### src/rtl/conv_pool_stage_if.sv
// conv_pool_stage_if: input word stream and pooled output stream of conv_pool_stage.
interface conv_pool_stage_if #(parameter int width = 32);
  logic             frame_start;
  logic             relu_en;
  logic [width-1:0] result;
  logic             result_en;
  logic [width-1:0] pool_out;
  logic             pool_en;
  logic             frame_end;
  logic             busy;
  modport master (output frame_start, relu_en, result, result_en,
                  input  pool_out, pool_en, frame_end, busy);
  modport slave  (input  frame_start, relu_en, result, result_en,
                  output pool_out, pool_en, frame_end, busy);
endinterface

### src/rtl/conv_pool_stage.sv
// conv_pool_stage: streaming ReLU plus 2x2/stride-2 signed max-pool over a raster map.
module conv_pool_stage #(
  parameter int width    = 32,
  parameter int map_size = 62,
  parameter int col_bits = 6
) (
  input logic             clk,
  input logic             rst_n,
  conv_pool_stage_if.slave bus
);
  localparam int lb_n = map_size / 2;
  localparam int ib   = (lb_n > 1) ? $clog2(lb_n) : 1;
  typedef enum logic {IDLE, RUN} state_t;
  state_t                  r_state, w_next;
  logic [col_bits-1:0]     r_col, r_row;
  logic signed [width-1:0] r_pair, r_pool_out, w_v, w_h, w_p, w_lb;
  logic signed [width-1:0] r_linebuf [lb_n];
  logic [ib-1:0]           w_idx;
  logic                    r_pool_en, r_frame_end, w_acc, w_last_col, w_last, w_emit;
  // frame_start wins over a coincident word, so that word is dropped
  assign w_acc      = r_state == RUN && bus.result_en && !bus.frame_start;
  assign w_last_col = r_col == col_bits'(map_size - 1);
  assign w_last     = w_acc && w_last_col && r_row == col_bits'(map_size - 1);
  assign w_emit     = w_acc && r_row[0] && r_col[0];
  assign w_idx      = ib'(r_col >> 1);
  assign w_v        = (bus.relu_en && bus.result[width-1]) ? '0 : bus.result;
  assign w_h        = r_pair > w_v ? r_pair : w_v;
  assign w_lb       = r_linebuf[w_idx];
  assign w_p        = w_lb > w_h ? w_lb : w_h;
  always_ff @(posedge clk or negedge rst_n)
    if (!rst_n) r_state <= IDLE;
    else        r_state <= w_next;
  always_comb w_next = bus.frame_start ? RUN : (w_last ? IDLE : r_state);
  always_comb begin
    bus.busy      = r_state == RUN;
    bus.pool_out  = r_pool_out;
    bus.pool_en   = r_pool_en;
    bus.frame_end = r_frame_end;
  end
  always_ff @(posedge clk or negedge rst_n)
    if (!rst_n) begin
      r_col       <= '0;
      r_row       <= '0;
      r_pair      <= '0;
      r_pool_out  <= '0;
      r_pool_en   <= 1'b0;
      r_frame_end <= 1'b0;
    end else begin
      r_pool_en   <= w_emit;
      r_frame_end <= w_last;
      if (w_emit) r_pool_out <= w_p;
      if (bus.frame_start) begin
        r_col  <= '0;
        r_row  <= '0;
        r_pair <= '0;
      end else if (w_acc) begin
        r_col <= w_last_col ? '0 : r_col + 1'b1;
        if (w_last_col) r_row <= r_row == col_bits'(map_size - 1) ? '0 : r_row + 1'b1;
        if (!r_col[0]) r_pair <= w_v;
      end
    end
  // even rows park the horizontal max; odd rows only read, so no same-cycle conflict
  always_ff @(posedge clk)
    if (w_acc && !r_row[0] && r_col[0]) r_linebuf[w_idx] <= w_h;
endmodule

### src/flat_wrapper.sv
// flat-port wrapper written by rule: the top's interface ports become plain ports
module conv_pool_stage_flat 
#(
  parameter int width    = 32,
  parameter int map_size = 62,
  parameter int col_bits = 6
)
  (clk, rst_n, bus_frame_start, bus_relu_en, bus_result, bus_result_en, bus_pool_out, bus_pool_en, bus_frame_end, bus_busy);
  conv_pool_stage_if #(.width(width)) bus_i ();
  input logic clk;
  input logic rst_n;
  input wire logic [$bits(bus_i.frame_start)-1:0] bus_frame_start;
  input wire logic [$bits(bus_i.relu_en)-1:0] bus_relu_en;
  input wire logic [$bits(bus_i.result)-1:0] bus_result;
  input wire logic [$bits(bus_i.result_en)-1:0] bus_result_en;
  output wire logic [$bits(bus_i.pool_out)-1:0] bus_pool_out;
  output wire logic [$bits(bus_i.pool_en)-1:0] bus_pool_en;
  output wire logic [$bits(bus_i.frame_end)-1:0] bus_frame_end;
  output wire logic [$bits(bus_i.busy)-1:0] bus_busy;
  assign bus_i.frame_start = bus_frame_start;
  assign bus_i.relu_en = bus_relu_en;
  assign bus_i.result = bus_result;
  assign bus_i.result_en = bus_result_en;
  assign bus_pool_out = bus_i.pool_out;
  assign bus_pool_en = bus_i.pool_en;
  assign bus_frame_end = bus_i.frame_end;
  assign bus_busy = bus_i.busy;
  conv_pool_stage #(.width(width), .map_size(map_size), .col_bits(col_bits)) u_core (.clk(clk), .rst_n(rst_n), .bus(bus_i));
endmodule
### config.mk
export PLATFORM = sky130hd
export DESIGN_NAME = conv_pool_stage_flat
export DESIGN_NICKNAME = d
export VERILOG_FILES = /design/src/rtl/conv_pool_stage_if.sv /design/src/rtl/conv_pool_stage.sv /design/src/flat_wrapper.sv
export SDC_FILE = /design/constraint.sdc
export NUM_CORES = 1
export LEC_CHECK = 0
export BUFFER_PORTS_ARGS = -buffer_cell sky130_fd_sc_hd__buf_2
export CAP_MARGIN = 15
export CORE_UTILIZATION = 58
export CTS_CLUSTER_DIAMETER = 60
export DETAILED_ROUTE_END_ITERATION = 8
export PLACE_DENSITY = 0.85
export SLEW_MARGIN = 20
export SYNTH_ARGS = -nofsm -noshare
export SYNTH_HDL_FRONTEND = slang
export SYNTH_SLANG_ARGS = --single-unit
### constraint.sdc
create_clock -name clk -period 6.55 [get_ports clk]
set_clock_uncertainty 0.1 [all_clocks]
set_input_delay 0.655 -clock clk [delete_from_list [all_inputs] [get_ports clk]]
set_output_delay 0.655 -clock clk [all_outputs]
set_load 0.005 [all_outputs]
# After elaboration in Yosys (flattened, before gate mapping)
# Memory sizes are Yosys's and may differ from the RTL's.
# Cells that the tools add are included.
# classes
n_eq_ne	3
order_cmp	2
add_sub_neg	2
muxes	17
reduce_logical	16
# op_table
cell	n
$mux 32	6
$gt 32x32->1	2
$mux 6	7
$add 6x1->6 const B	2
$eq 6x6->1 const B	2
$logic_and 1x1->1	9
$reduce_bool 2->1	3
$mux 1	4
$reduce_and 2->1	2
$logic_not 1->1	2
$ne 2x2->1 const B	1
# totals
word_cells	48
register_bits	79
memories	1
ram_bits	992
input_bits	37
output_inout_bits	35
# mem_list
memory	words	word_bits	rd	rd_clocked_by_memory_dff	write_ports	line_no	source
u_core.r_linebuf	31	32	1	0	1	conv_pool_stage.sv:17	logic signed [width-1:0] r_linebuf [lb_n];

# Logic depth before layout (Yosys ltp)
# depth
depth_word	6
depth_mapped	23
ltp_nobuf	21

# Worst setup path before layout
# Ideal clock, no wire load.
# synth_path
path_kind	input-to-reg
from	input port bus_relu_en
to	register u_core.r_pool_out[16], in the netlist u_core.bus.pool_out[16]
arrival_time_ns	5.384
slack_ns	0.928
t_required_ns	6.312
setup_ns	0.138
n_path_buf	3
cell_stages	22
cell_sequence	nand2_1 > clkbuf_1 > nand2_1 > ha_1 > nand4_1 > or4_4 > nand2b_4 > buf_6 > and3_4 > o21ai_2 > o311ai_1 > a211o_1 > ha_1 > nor2b_1 > o211ai_1 > a2111o_1 > a41o_1 > nand2_1 > mux2i_2 > nand2b_1 > clkbuf_1 > o211ai_1
# synth_via
elab_chain_cells	6
# synth_rtl
item	line_no	source
start, declared	flat_wrapper.sv:13	input wire logic [$bits(bus_i.relu_en)-1:0] bus_relu_en;
$logic_and 1x1->1 (*)	conv_pool_stage.sv:26	assign w_v = (bus.relu_en && bus.result[width-1]) ? '0 : bus.result;
$mux 32 (*)	conv_pool_stage.sv:26	
$gt 32x32->1	conv_pool_stage.sv:27	assign w_h = r_pair > w_v ? r_pair : w_v;
$mux 32 (*)	conv_pool_stage.sv:27	
via u_core.w_h[0]	conv_pool_stage.sv:16	logic signed [width-1:0] r_pair, r_pool_out, w_v, w_h, w_p, w_lb;
$gt 32x32->1 (*)	conv_pool_stage.sv:29	assign w_p = w_lb > w_h ? w_lb : w_h;
$mux 32 (*)	conv_pool_stage.sv:29	
end signal, assigned	conv_pool_stage.sv:51	if (w_emit) r_pool_out <= w_p;
end, declared	conv_pool_stage.sv:16	
# Mark *: on every way through the listed nets, which the timed path passes. The rest lies on a longest branch.
# A chain may end at the register's enable or synchronous reset.

# Worst setup path in the final report
# layout_path
from	input port bus_relu_en
to	register u_core.r_pool_out[8], in the netlist u_core.bus.pool_out[8]
# layout_via
elab_chain_cells	6
# layout_rtl
item	line_no
$logic_and 1x1->1 (*)	conv_pool_stage.sv:26
$mux 32 (*)	conv_pool_stage.sv:26
$gt 32x32->1	conv_pool_stage.sv:27
$mux 32 (*)	conv_pool_stage.sv:27
$gt 32x32->1	conv_pool_stage.sv:29
$mux 32 (*)	conv_pool_stage.sv:29
# Mark *: on every way between the ends. The rest lies on a longest branch, timed or not.

==> impl_metrics.env <==
export IMPL_postSynthAreaPerCell_um2=17.8
export IMPL_timing_critical_path_arrival_ns=6.35
export IMPL_synth_seq_cells=1071
export IMPL_rsz0062_at_grt="no"
export IMPL_cts_setup_buffers=0
export IMPL_die_height_um=277
export IMPL_synth_commonest_cells="992 x edfxtp_1, 224 x mux4_2, 154 x nand2_1"
export IMPL_reg2reg_slack_ns=0.72
export IMPL_status="complete, no violations"
export IMPL_drt_initial_drc_count=4872
export IMPL_syn_cell_area_um2=43900
export IMPL_setup_ws_ns=0.681
export IMPL_final_min_clock_period_ns=5.87
export IMPL_vias_in_the_first_global_route=26300
export IMPL_yosys_cell_count_top_type="edfxtp_1"
export IMPL_initial_core_util_pct=58.8
export IMPL_drv_max_cap_violation_count=0
export IMPL_fin_area_um2=49300
export IMPL_finalSetupViolCount=0
export IMPL_cts_root_buffer="clkbuf_16"
export IMPL_postSynthNetCount=2566
export IMPL_cts_tree="done"
export IMPL_max_freq_mhz=170
export IMPL_min_delay_path_class="in -> reg"
export IMPL_cts_buffers=102
export IMPL_layout_drive_gt1_share_pct=23.9
export IMPL_avgViaCountPerCell=7.35
export IMPL_start_kind="input pin"
export IMPL_routabilityCongestion=0.882
export IMPL_placed_cells=3428
export IMPL_drt_pass1_iter_count=8
export IMPL_boundaryPins=72
export IMPL_synth_edff_count=992
export IMPL_wl_mm=126
export IMPL_timing_slew_headroom_pct=15.2
export IMPL_port_buffers=71
export IMPL_placed_area_um2=45800
export IMPL_layout_cells_non_filler=3623
export IMPL_timing_max_transition_violations_final=0
export IMPL_clk_latency_ns=0.69
export IMPL_finalSetupTns_ns=0
export IMPL_wire_per_inst_um=34.9
export IMPL_vdd_ir_drop_max_mv=0.245
export IMPL_leakage_uw=0.0161
export IMPL_syn_inst=2461
export IMPL_synth_top_cells_by_area="edfxtp_1 68%, mux4_2 11%, dfrtp_1 4.5%, a22oi_1 2.2%, ha_1 1.9%"
export IMPL_netlist_cell_type_count=70
export IMPL_dieArea_um2=76800
export IMPL_drcViolationCount=0
export IMPL_synth_async_sr_flop_share_pct=7.38
export IMPL_cellPowerDensity_nw_per_um2=299
export IMPL_row_count=100
export IMPL_cp_max_fo=31
export IMPL_flow_area_growth_from_synthesis_pct=12.3
export IMPL_cts_htree_levels=3
export IMPL_grt_total_usage_pct=32.9
export IMPL_place_detailed_hpwl_mm=69.1
export IMPL_globalRouteOverflowTotal=0
export IMPL_min_period_over_period_pct=89.6
export IMPL_setup_worst_path_end_class="flop"
export IMPL_maximum_number_of_pins_on_one_net_before_global_route_repair=80
export IMPL_initial_antenna_violation_count=2
export IMPL_routed_via_count=26600
export IMPL_ys_seq_area_share_pct=72.3
export IMPL_die_width_um=277
export IMPL_netlist_area_leader_share_pct=67.8
export IMPL_netlist_top_cell_by_area="edfxtp_1"
export IMPL_final_hold_violation_count=0
export IMPL_clk_buf_depth=3
export IMPL_ys_warnings_count=0
export IMPL_fp_coreArea_um2=74700
export IMPL_synth_flop_cell="edfxtp_1"
export IMPL_layout_filler_cells=4371
export IMPL_count_of_antenna_violating_nets_left_after_detailed_routing=0
export IMPL_place_ws_ns=0.291
export IMPL_timing_worst_setup_path_type="in -> reg"
export IMPL_worst_tran_pin_value_ns=1.27
export IMPL_final_nets=2672
export IMPL_required_ns=7.03
export IMPL_worst_setup_hold_path_clk_slew_ns=0.06
export IMPL_diodes=0
export IMPL_grt_pass1_wl_mm=181
export IMPL_cts_num_sinks=1071
==> cells in the final DEF, fill, tap and decap left out, drive strengths merged, types with 35 or more instances in the layout <==
cell,n
o21ai,108
dfrtp,79
nand4,46
a22oi,129
nand3,56
clkinv,37
clkbuf,125
nand2,154
edfxtp,992
mux4,224
nor2,118
a21oi,35
inv,46
buf,162
ha,68
==> final timing paths <==
| path | from | endpoint | depth (start not counted) |
|---|---|---|---|
| setup / recovery | bus_relu_en | u_core.bus.pool_out[8] | 26 |
| hold / removal | bus_frame_start | u_core.r_col[1] | 2 |
| setup reg to reg | u_core.r_pair[31] | u_core.bus.pool_out[8] | 20 |
| hold reg to reg | u_core.r_row[3] | u_core.r_row[3] | 1 |
| max in group asynchronous | rst_n | u_core.r_col[2] | 2 |
| min in group asynchronous | rst_n | u_core.bus.busy | 2 |
==> kinds of logic (layout without fill, tap and decap cells) <==
family                   Yosys count  count (layout)  synth area share (%)
flip-flops                      1071            1071                  72.3
AND/OR/NAND/NOR                  474             474                  5.32
AO/OA/AOI/OAI                    389             389                  6.15
multiplexers                     257             257                  12.2
buffers and inverters            199             392                  1.94
adder cells (fa/ha/maj)           68              68                  1.94
XOR/XNOR                           3               3                0.0599
==> power by group <==
group | switching, uW | internal, uW | total (uW) | leakage [uW]
logic | 673 | 282 | 956 | 0.00428
registers | 29.8 | 7680 | 7710 | 0.0101
clock network | 2720 | 3370 | 6090 | 0.00164
total | 3420 | 11300 | 14800 | 0.0161
==> flip-flops by register name, indices dropped and copies added (netlist names) <==
signal	cells
u_core.r_pair	32
u_core.r_linebuf	992
u_core.r_row	6
u_core.bus.frame_end	1
u_core.bus.pool_out	32
u_core.bus.busy	1
u_core.bus.pool_en	1
u_core.r_col	6
==> per-stage QoR <==
stage          power (uW)  hold WS [ns]  utilization, %
6_report            14800         0.243            66.0
4_1_cts             14700        0.0841            65.9
2_1_floorplan        8430         0.259               -
5_1_grt             15000         0.247            66.0
3_5_place_dp         8760         0.406            61.4
3_3_place_gp         8690         0.395            61.3
==> area by class of cell <==
type                       instances  area, um2  area share, %
sequential                      1071      31800           64.4
timing repair buffer             163       1230           2.50
clock buffer                     125       2700           5.48
multi-input combinational       1191      11600           23.4
clock inverter                    66        706           1.43
tap                              969       1210           2.46
inverter                          38        144          0.292
==> repair_timing <==
action,CTS,global route
gates resized for setup,0,0
hold endpoints to repair,0,12
hold buffers,0,1
==> layer usage <==
layer	track usage [%]	vias up	share of wire (%)
met1	42.4	13200	33
met2	51.7	2652	47
met3	8.67	523	14
li1	-	10300	-
met5	0	-	0.020
met4	17.8	4	5.6
==> critical path: stages <==
cell       delay, ns
buf_2           0.11
nand2_1         0.06
buf_4           0.21
buf_4           0.29
nand2_1         0.15
ha_1            0.31
a21o_1          0.16
nand3_1         0.08
a21oi_1         0.07
o31a_2          0.34
or2_2           0.42
buf_12          0.21
o41ai_1         0.27
nor3_1          0.10
buf_4           0.16
ha_1            0.34
a21oi_1         0.21
o21ai_0         0.15
o21bai_1        0.21
a2111oi_0       0.65
buf_4           0.24
nand2_1         0.09
mux2i_4         0.20
nand2b_1        0.16
buf_4           0.27
o211ai_1        0.24
Power figures use the tool's default switching activity.
